$ cat config.mk
export PLATFORM = sky130hd
export DESIGN_NAME = control_sequencer
export DESIGN_NICKNAME = d
export VERILOG_FILES = /design/src/rtl/cpu_pkg.sv /design/src/rtl/seq_decode.sv /design/src/rtl/control_sequencer.sv
export SDC_FILE = /design/constraint.sdc
export NUM_CORES = 1
export LEC_CHECK = 0
export CORE_ASPECT_RATIO = 1.2
export CORE_MARGIN = 2
export CORE_UTILIZATION = 30
export CTS_BUF_LIST = sky130_fd_sc_hd__clkbuf_8 sky130_fd_sc_hd__clkbuf_16
export DETAILED_ROUTE_END_ITERATION = 10
export HOLD_SLACK_MARGIN = 0.02
export PLACE_DENSITY = 0.76
export SETUP_SLACK_MARGIN = 0.1
export SLEW_MARGIN = 20
export SYNTH_ARGS = -nofsm -noshare
export SYNTH_HDL_FRONTEND = slang
export SYNTH_SLANG_ARGS = --single-unit
$ cat constraint.sdc
create_clock -name clock -period 1.5 [get_ports clock]
set_input_delay 0.3 -clock clock [delete_from_list [all_inputs] [get_ports clock]]
set_output_delay 0.3 -clock clock [all_outputs]
set_load 0.05 [all_outputs]
$ cat src/rtl/cpu_pkg.sv
// cpu_pkg: opcode constants, ALU operation codes, sequencer state encoding
// and the bundled control-strobe word shared by the control sequencer and
// its decoder.
package cpu_pkg;

  // Instruction opcodes, taken from IRout[31:27]
  localparam logic [4:0] OP_LD   = 5'b00000;
  localparam logic [4:0] OP_LDI  = 5'b00001;
  localparam logic [4:0] OP_ST   = 5'b00010;
  localparam logic [4:0] OP_ADD  = 5'b00011;
  localparam logic [4:0] OP_SUB  = 5'b00100;
  localparam logic [4:0] OP_AND  = 5'b00101;
  localparam logic [4:0] OP_OR   = 5'b00110;
  localparam logic [4:0] OP_ADDI = 5'b01100;
  localparam logic [4:0] OP_NOP  = 5'b11010;
  localparam logic [4:0] OP_HALT = 5'b11011;

  // ALU operation codes; ALU_NONE is driven whenever the ALU is idle
  localparam logic [4:0] ALU_NONE = 5'b00000;
  localparam logic [4:0] ALU_ADD  = 5'b00011;
  localparam logic [4:0] ALU_SUB  = 5'b00100;
  localparam logic [4:0] ALU_AND  = 5'b00101;
  localparam logic [4:0] ALU_OR   = 5'b00110;

  // Sequencer states; the numeric value is what appears on the step port
  typedef enum logic [3:0] {
    ST_T0   = 4'd0,
    ST_T1   = 4'd1,
    ST_T2   = 4'd2,
    ST_T3   = 4'd3,
    ST_T4   = 4'd4,
    ST_T5   = 4'd5,
    ST_T6   = 4'd6,
    ST_T7   = 4'd7,
    ST_HALT = 4'd8
  } state_e;

  // Every datapath control produced in one cycle
  typedef struct packed {
    logic       gra;
    logic       grb;
    logic       grc;
    logic       rin;
    logic       rout;
    logic       baOut;
    logic       pcOut;
    logic       pcIn;
    logic       incPc;
    logic       marIn;
    logic       mdrIn;
    logic       mdrOut;
    logic       irIn;
    logic       yIn;
    logic       zIn;
    logic       zLowOut;
    logic       cOut;
    logic       read;
    logic       write;
    logic [4:0] aluOp;
  } ctrl_t;

  // Three-register ALU instructions: Ra <= Rb op Rc
  function automatic logic isRegAlu(input logic [4:0] op);
    return (op == OP_ADD) || (op == OP_SUB) || (op == OP_AND) || (op == OP_OR);
  endfunction

  // Instructions that form Rb (or 0 via BAout) plus the constant field
  function automatic logic isImmForm(input logic [4:0] op);
    return (op == OP_ADDI) || (op == OP_LDI) || (op == OP_LD) || (op == OP_ST);
  endfunction

  // Instructions that continue into a memory access after the address add
  function automatic logic isMemForm(input logic [4:0] op);
    return (op == OP_LD) || (op == OP_ST);
  endfunction

  // ALU code used in the execute cycle; immediate and address forms add
  function automatic logic [4:0] aluFor(input logic [4:0] op);
    logic [4:0] code;
    case (op)
      OP_SUB:  code = ALU_SUB;
      OP_AND:  code = ALU_AND;
      OP_OR:   code = ALU_OR;
      default: code = ALU_ADD;
    endcase
    return code;
  endfunction

endpackage

$ cat src/rtl/seq_decode.sv
// seq_decode: pure combinational Moore decode of the sequencer state and
// latched opcode into the datapath strobes and ALU operation code.
module seq_decode
  import cpu_pkg::*;
(
  input  state_e     state_i,
  input  logic [4:0] opcode_i,
  input  logic       firstT1_i,
  output ctrl_t      ctrl_o
);

  // Everything defaults low; each state raises only its own strobes
  always_comb begin
    ctrl_o       = '0;
    ctrl_o.aluOp = ALU_NONE;
    unique case (state_i)
      ST_T0: begin
        ctrl_o.pcOut = 1'b1;
        ctrl_o.marIn = 1'b1;
        ctrl_o.incPc = 1'b1;
        ctrl_o.zIn   = 1'b1;
      end
      ST_T1: begin
        ctrl_o.zLowOut = 1'b1;
        ctrl_o.pcIn    = firstT1_i;
        ctrl_o.read    = 1'b1;
        ctrl_o.mdrIn   = 1'b1;
      end
      ST_T2: begin
        ctrl_o.mdrOut = 1'b1;
        ctrl_o.irIn   = 1'b1;
      end
      ST_T3: begin
        if (isRegAlu(opcode_i)) begin
          ctrl_o.grb  = 1'b1;
          ctrl_o.rout = 1'b1;
          ctrl_o.yIn  = 1'b1;
        end else if (isImmForm(opcode_i)) begin
          ctrl_o.grb   = 1'b1;
          ctrl_o.rout  = 1'b1;
          ctrl_o.baOut = 1'b1;
          ctrl_o.yIn   = 1'b1;
        end
      end
      ST_T4: begin
        if (isRegAlu(opcode_i)) begin
          ctrl_o.grc   = 1'b1;
          ctrl_o.rout  = 1'b1;
          ctrl_o.zIn   = 1'b1;
          ctrl_o.aluOp = aluFor(opcode_i);
        end else if (isImmForm(opcode_i)) begin
          ctrl_o.cOut  = 1'b1;
          ctrl_o.zIn   = 1'b1;
          ctrl_o.aluOp = aluFor(opcode_i);
        end
      end
      ST_T5: begin
        if (isMemForm(opcode_i)) begin
          ctrl_o.zLowOut = 1'b1;
          ctrl_o.marIn   = 1'b1;
        end else if (isRegAlu(opcode_i) || isImmForm(opcode_i)) begin
          ctrl_o.zLowOut = 1'b1;
          ctrl_o.gra     = 1'b1;
          ctrl_o.rin     = 1'b1;
        end
      end
      ST_T6: begin
        if (opcode_i == OP_LD) begin
          ctrl_o.read  = 1'b1;
          ctrl_o.mdrIn = 1'b1;
        end else if (opcode_i == OP_ST) begin
          ctrl_o.gra   = 1'b1;
          ctrl_o.rout  = 1'b1;
          ctrl_o.mdrIn = 1'b1;
        end
      end
      ST_T7: begin
        if (opcode_i == OP_LD) begin
          ctrl_o.mdrOut = 1'b1;
          ctrl_o.gra    = 1'b1;
          ctrl_o.rin    = 1'b1;
        end else if (opcode_i == OP_ST) begin
          ctrl_o.write = 1'b1;
        end
      end
      default: begin
        ctrl_o.aluOp = ALU_NONE;
      end
    endcase
  end

endmodule

$ cat src/rtl/control_sequencer.sv
// control_sequencer: Moore control unit stepping T0..T7 per instruction,
// with an absorbing HALT state. Holds the state register, the latched
// opcode and the next-state logic; strobes come from seq_decode.
// Build option: define SEQ_MEM_WAIT_EN to stretch T1, T6 (ld) and T7 (st)
// until mem_ready; otherwise each memory state lasts exactly one cycle.
module control_sequencer
  import cpu_pkg::*;
(
  input  logic        clock,
  input  logic        clear,
  input  logic [31:0] IRout,
  input  logic        mem_ready,
  output logic        Gra,
  output logic        Grb,
  output logic        Grc,
  output logic        Rin,
  output logic        Rout,
  output logic        BAout,
  output logic        PCout,
  output logic        PCin,
  output logic        IncPC,
  output logic        MARin,
  output logic        MDRin,
  output logic        MDRout,
  output logic        IRin,
  output logic        Yin,
  output logic        Zin,
  output logic        Zlowout,
  output logic        Cout,
  output logic        Read,
  output logic        Write,
  output logic [4:0]  alu_op,
  output logic        run,
  output logic [3:0]  step
);

  state_e     state_q, state_d;
  logic [4:0] opcode_q, opcode_d;
  logic       t1Repeat_q, t1Repeat_d;
  logic       memDone;
  logic       unusedBits;
  ctrl_t      ctrl;

`ifdef SEQ_MEM_WAIT_EN
  assign memDone    = mem_ready;
  assign unusedBits = ^IRout[26:0];
`else
  assign memDone    = 1'b1;
  assign unusedBits = ^{IRout[26:0], mem_ready};
`endif

  // State, opcode and fetch-wait registers; clear wins from any state
  always_ff @(posedge clock) begin
    if (clear) begin
      state_q    <= ST_T0;
      opcode_q   <= OP_NOP;
      t1Repeat_q <= 1'b0;
    end else begin
      state_q    <= state_d;
      opcode_q   <= opcode_d;
      t1Repeat_q <= t1Repeat_d;
    end
  end

  // Next state, opcode capture at the end of T2 and T1 repeat tracking
  always_comb begin
    state_d    = state_q;
    opcode_d   = opcode_q;
    t1Repeat_d = (state_q == ST_T1);
    unique case (state_q)
      ST_T0: state_d = ST_T1;
      ST_T1: begin
        if (memDone) begin
          state_d = ST_T2;
        end
      end
      ST_T2: begin
        state_d  = ST_T3;
        opcode_d = IRout[31:27];
      end
      ST_T3: begin
        if (isRegAlu(opcode_q) || isImmForm(opcode_q)) begin
          state_d = ST_T4;
        end else if (opcode_q == OP_HALT) begin
          state_d = ST_HALT;
        end else begin
          state_d = ST_T0;
        end
      end
      ST_T4: state_d = ST_T5;
      ST_T5: begin
        if (isMemForm(opcode_q)) begin
          state_d = ST_T6;
        end else begin
          state_d = ST_T0;
        end
      end
      ST_T6: begin
        if ((opcode_q == OP_ST) || memDone) begin
          state_d = ST_T7;
        end
      end
      ST_T7: begin
        if ((opcode_q != OP_ST) || memDone) begin
          state_d = ST_T0;
        end
      end
      ST_HALT: state_d = ST_HALT;
      default: state_d = ST_T0;
    endcase
  end

  seq_decode decodeInst (
    .state_i   (state_q),
    .opcode_i  (opcode_q),
    .firstT1_i (~t1Repeat_q),
    .ctrl_o    (ctrl)
  );

  assign Gra     = ctrl.gra;
  assign Grb     = ctrl.grb;
  assign Grc     = ctrl.grc;
  assign Rin     = ctrl.rin;
  assign Rout    = ctrl.rout;
  assign BAout   = ctrl.baOut;
  assign PCout   = ctrl.pcOut;
  assign PCin    = ctrl.pcIn;
  assign IncPC   = ctrl.incPc;
  assign MARin   = ctrl.marIn;
  assign MDRin   = ctrl.mdrIn;
  assign MDRout  = ctrl.mdrOut;
  assign IRin    = ctrl.irIn;
  assign Yin     = ctrl.yIn;
  assign Zin     = ctrl.zIn;
  assign Zlowout = ctrl.zLowOut;
  assign Cout    = ctrl.cOut;
  assign Read    = ctrl.read;
  assign Write   = ctrl.write;
  assign alu_op  = ctrl.aluOp;
  assign run     = (state_q != ST_HALT);
  assign step    = state_q;

endmodule

# Word-level counts from Yosys, hierarchy flattened
# Index checks and enable logic that the tools add are counted.
[totals]
input_bits = 35
ff_bits = 10
latchBits = 0
ram_bits = 0
mem_count = 0
word_cells = 71
romBits = 0
[op_classes]
n_eq_ne = 17
shift = 0
addsub = 0
magnitude_cmp = 0
muxes = 40
n_div = 0
bitwise = 1
mul = 0
n_reduce_logical = 10
[op_table]
columns = ["op", "n"]
rows = [
  ["4-bit one-hot mux with 8 select lines", 1],
  ["1-bit 2-to-1 mux", 22],
  ["4-bit by 3-bit equality test with 1-bit output (second input constant)", 4],
  ["5-bit by 3-bit equality test with 1-bit output (second input constant)", 3],
  ["1-bit one-hot mux with 2 select lines", 7],
  ["5-bit by 2-bit equality test with 1-bit output (second input constant)", 2],
  ["5-bit 2-to-1 mux", 2],
  ["3-bit one-hot mux with 3 select lines", 1],
  ["4-bit by 2-bit equality test with 1-bit output (second input constant)", 2],
  ["1-bit logical OR", 8],
  ["4-bit 2-to-1 mux", 2],
  ["3-bit 2-to-1 mux", 2],
  ["1-bit one-hot mux with 3 select lines", 2],
  ["5-bit by 1-bit equality test with 1-bit output (second input constant)", 1],
  ["5-bit by 4-bit equality test with 1-bit output (second input constant)", 1],
  ["5-bit equality test (second input constant)", 1],
  ["5-bit zero test", 1],
  ["4-bit by 1-bit equality test with 1-bit output (second input constant)", 1],
  ["4-bit equality test (second input constant)", 1],
  ["4-bit zero test", 1],
  ["4-bit != test (second input constant)", 1],
  ["2-bit 2-to-1 mux", 1],
  ["1-bit inverter", 1],
]

# Longest topological paths before layout
[logic_depth]
word_depth = 8
mapped_depth = 6

# By module
# Synthesis repeated with hierarchy kept, for this count alone.
[hier_totals]
hier_cells = 126
area_unflattened_um2 = 953.4
[modules_own_cells]
columns = ["mod", "area_each_um2", "n_inst", "cells_each"]
rows = [
  ["control_sequencer", 481.7, 1, 53],
  ["seq_decode", 471.7, 1, 73],
]

# Worst setup path before layout
# OpenSTA, ideal clock, no wires.
[synth_timing]
kind = "flip-flop to output port"
startpoint = "reg state_q[2], in the netlist step[2]"
endpoint = "out Rout"
setup_slack_ps = -2038
arrival_time_ps = 3238
stages_incl_launch_ff = 6
t_required_ps = 1200
path_cell_list = "dfxtp_1 > buf_2 > and2b_2 > nand2_1 > nor4_1 > nand3b_1"
[synth_via]
elab_chain_len = 2
word_cells_on_any_way = 4
[synth_rtl]
columns = ["item", "line", "rtl"]
rows = [
  ["from (decl)", "control_sequencer.sv:37", "state_e state_q, state_d;"],
  ["from (signal assigned)", "control_sequencer.sv:59", "state_q <= state_d;"],
  ["4-bit by 3-bit equality test with 1-bit output / 4-bit by 2-bit equality test with 1-bit output (equally long branches)", "seq_decode.sv:16", "unique case (state_i)"],
  ["1-bit one-hot mux with 3 select lines *", "seq_decode.sv:16", ""],
  ["to (decl)", "control_sequencer.sv:17", "output logic Rout,"],
]
# Every way passes the cells marked *; elsewhere a longest branch is shown, timed or not.

# Final worst setup path
[layout_timing]
startpoint = "reg opcode_q[3]"
endpoint = "out Gra"
[layout_via]
elab_chain_len = 8
word_cells_on_any_way = 22
[layout_rtl]
columns = ["item", "line", "rtl"]
rows = [
  ["from (decl)", "control_sequencer.sv:38", "logic [4:0] opcode_q, opcode_d;"],
  ["from (signal assigned)", "control_sequencer.sv:60", "opcode_q <= opcode_d;"],
  ["5-bit by 2-bit equality test with 1-bit output (tied with other cells)", "cpu_pkg.sv:64", "return (op == OP_ADD) || (op == OP_SUB) || (op == OP_AND) || (op == OP_OR);"],
  ["1-bit logical OR (on tied branches) (3 in series)", "cpu_pkg.sv:64, cpu_pkg.sv:69", ""],
  ["1-bit logical OR", "seq_decode.sv:61", "end else if (isRegAlu(opcode_i) || isImmForm(opcode_i)) begin"],
  ["1-bit 2-to-1 mux", "seq_decode.sv:61", ""],
  ["1-bit 2-to-1 mux", "seq_decode.sv:58", "if (isMemForm(opcode_i)) begin"],
  ["1-bit one-hot mux with 3 select lines *", "seq_decode.sv:16", ""],
  ["to (decl)", "control_sequencer.sv:13", "output logic Gra,"],
]
# Marked as above.

==> results.json <==
{
  "pre_cts_slack_ps": -208,
  "cpPeakStageDelay_ps": 390,
  "start_kind": "flop",
  "synth_area_sq_um": 847,
  "ir_worst_vdd_mv": 0.756,
  "crit_required_ps": 1200,
  "grt_max_degree": 14,
  "regArea_sq_um": 228,
  "final_nets": 223,
  "fmax_mhz": 505,
  "wire_per_inst_microns": 19.4,
  "failed_checks": "setup timing",
  "postRouteAntennaNets": 0,
  "io_pins": 64,
  "final_common_cell": "buf_4",
  "critical_path_arrival_ps": 1680,
  "crit_chain": "nor4_4, buf_4, nand4_1, o41ai_4, buf_12",
  "drc": 0,
  "rsz0062_at_grt": "yes",
  "hold_class": "flop to flop",
  "drive_above_1_share": 0.722,
  "grt_pass1_wl_microns": 6750,
  "power.switching_w": 0.000442,
  "synth_seq_cells": 10,
  "die-area_sq_um": 3270,
  "cts.path.max_buffers": 2,
  "die_y_microns": 62.2,
  "h-tree-depth": 1,
  "syn_inst": 113,
  "worstReg2RegStart": "opcode_q[0]",
  "holdCritStartpoint": "step[0]",
  "powerDensity_nw_per_um2": 518,
  "grt_usage": 0.272,
  "critical_path.endpoint_type": "primary output",
  "drtIter0Drc": 36,
  "vias": 1237,
  "worstPathMaxFanout": 5,
  "rows": 21,
  "slew_violations": 0,
  "setup_tns_ps": -7790,
  "intPower_w": 0.000746,
  "final.min_clock_period_ps": 1980,
  "clock_sinks": 10,
  "yosysUniqueCellTypes": 38,
  "gp_congestion": 0.834,
  "fin_crit_sh": 1.32,
  "power_frac_comb": 0.490,
  "portBuffers": 33,
  "p_leak_nw": 0.877,
  "multi_input_comb_area_sq_um": 878,
  "first_pass_iters": 6,
  "status": "finished with violations",
  "reg2reg_to": "step[2]",
  "wl_microns": 4290,
  "clock_skew_ps": 0.560,
  "yosysSeqAreaShare": 0.236,
  "r2r_cells": 6,
  "cts-root-buf": "clkbuf_8",
  "crit_path_end": "Gra",
  "p_seq_frac": 0.259,
  "timing.max_cap.violations": 0,
  "setup_slack_ps": -478,
  "most-common-layout-cells": "buf_4, buf_12, buf_6",
  "yosysWarnings": 0,
  "cts_buffers": 3,
  "startpoint": "opcode_q[3]",
  "crit_type": "flop to primary output",
  "n_antenna_cell": 0,
  "antenna_found_initial": 0,
  "die_w_microns": 52.5,
  "start_util": 0.310,
  "timing.reg2reg.setup_slack_ps": -130,
  "cts_tree": "yes",
  "areaGrowthSynthToFinish_pct": 171,
  "hold_violations": 0,
  "slowest_stage": "nor4_4",
  "avgSynthCellArea_sq_um": 7.50,
  "dpl.hpwl_microns": 2440,
  "via_per_inst": 5.60,
  "grt_pass1_vias": 1304,
  "cts.clk_slew.worst_paths_ps": 50,
  "grt-ovfl-total": 0,
  "setup_violations": 25,
  "core_sq_um": 2730,
  "final.fill_count": 133,
  "clock_latency_ps": 240,
  "clockPowerShare": 0.251,
  "sw_frac_of_total": 0.372
}
==> synth_stat cells <==
library cell	instances	area share
clkbuf_2	1	0.0059
o211ai_1	1	0.0089
buf_1	3	0.013
mux2i_1	4	0.047
or4_4	1	0.013
inv_1	4	0.018
nor4_4	1	0.025
nor2_1	11	0.049
nor4b_1	1	0.010
nor3_1	8	0.047
a211oi_1	2	0.018
buf_6	1	0.013
a31oi_1	2	0.015
nand4b_1	2	0.021
buf_4	4	0.035
dfxtp_1	10	0.24
o21ai_2	1	0.010
conb_1	1	0.0044
a21oi_1	9	0.053
and3b_1	1	0.010
nand3b_1	3	0.027
nand2_1	9	0.040
nor4b_4	1	0.028
xor2_1	2	0.021
o21bai_1	2	0.018
nand3_1	2	0.012
nand4_1	1	0.0074
nor2b_1	2	0.015
and2b_2	1	0.010
buf_2	6	0.035
nor4_1	4	0.030
nor3b_1	2	0.018
o41ai_1	1	0.010
a311oi_1	2	0.021
o21ai_0	3	0.018
or2_2	1	0.0074
nand2b_1	2	0.015
a211oi_2	1	0.015
==> metrics by stage <==
step	instances	instance area, sq um	hold WS [ps]	util	total power, W
after CTS	218	2210	613	0.808	0.00114
after global routing	221	2300	654	0.840	0.00122
after floorplan	114	1160	420	-	0.000583
after global placement	205	1950	625	0.712	0.000785
final	221	2300	638	0.840	0.00119
after detailed placement	205	1950	628	0.712	0.000798
==> worst max-delay path: cells and delay by family (launching register included) <==
family	cells	cell delay (ps)
simple gates	2	560
buf+inv	2	410
flops	1	360
compound gates	1	100
==> power by group through the flow <==
stage | sequential [W] | clock [W] | combinational, W
after CTS | 0.000300 | 0.000293 | 0.000549
after floorplan | 0.000311 | 0 | 0.000272
after global routing | 0.000309 | 0.000306 | 0.000606
after detailed placement | 0.000305 | 0 | 0.000493
final | 0.000308 | 0.000298 | 0.000583
after global placement | 0.000303 | 0 | 0.000482
==> cell type report <==
type                       count  area share
clock buffer                   3      0.0180
inverter                       4     0.00763
sequential                    10      0.0992
tap                           34      0.0185
clock inverter                 1     0.00163
multi-input combinational     85       0.383
timing repair buffer          84       0.472
==> how the worst min path moves through the flow <==
stage | end | slack, ps | cells past startpoint
final | step[0] | 640 | 2
after detailed placement | t1Repeat_q | 630 | 2
after global placement | step[0] | 620 | 2
after floorplan | opcode_q[3] | 420 | 2
after global routing | step[0] | 650 | 2
after CTS | step[0] | 610 | 2
==> sequential cells by signal, summed over array words and instances (netlist names) <==
signal and count:
opcode_q 5, t1Repeat_q 1, step 4
==> metal layers <==
metal  routed length, microns  track usage  share of wire
met1                     1630        0.326           0.38
met2                     2350        0.492           0.55
met5                        0            0              0
met4                       99       0.0833          0.023
met3                      213       0.0216          0.050
==> timing repair <==
item,CTS,global route
resized for setup,27,18
pin swaps,9,12
endpoints found under the setup margin,27,29
buffers inserted,8,5
gates cloned,1,0
hold buffers,0,0
==> cell families after synthesis <==
group | after synthesis | share of synthesized area
flip-flops | 10 | 0.236
buffers and inverters | 19 | 0.121
other | 1 | 0.00443
XOR/XNOR | 2 | 0.0207
AO/OA/AOI/OAI | 24 | 0.186
AND/OR/NAND/NOR | 53 | 0.384
multiplexers | 4 | 0.0473
(Power assumes the default switching activity.)
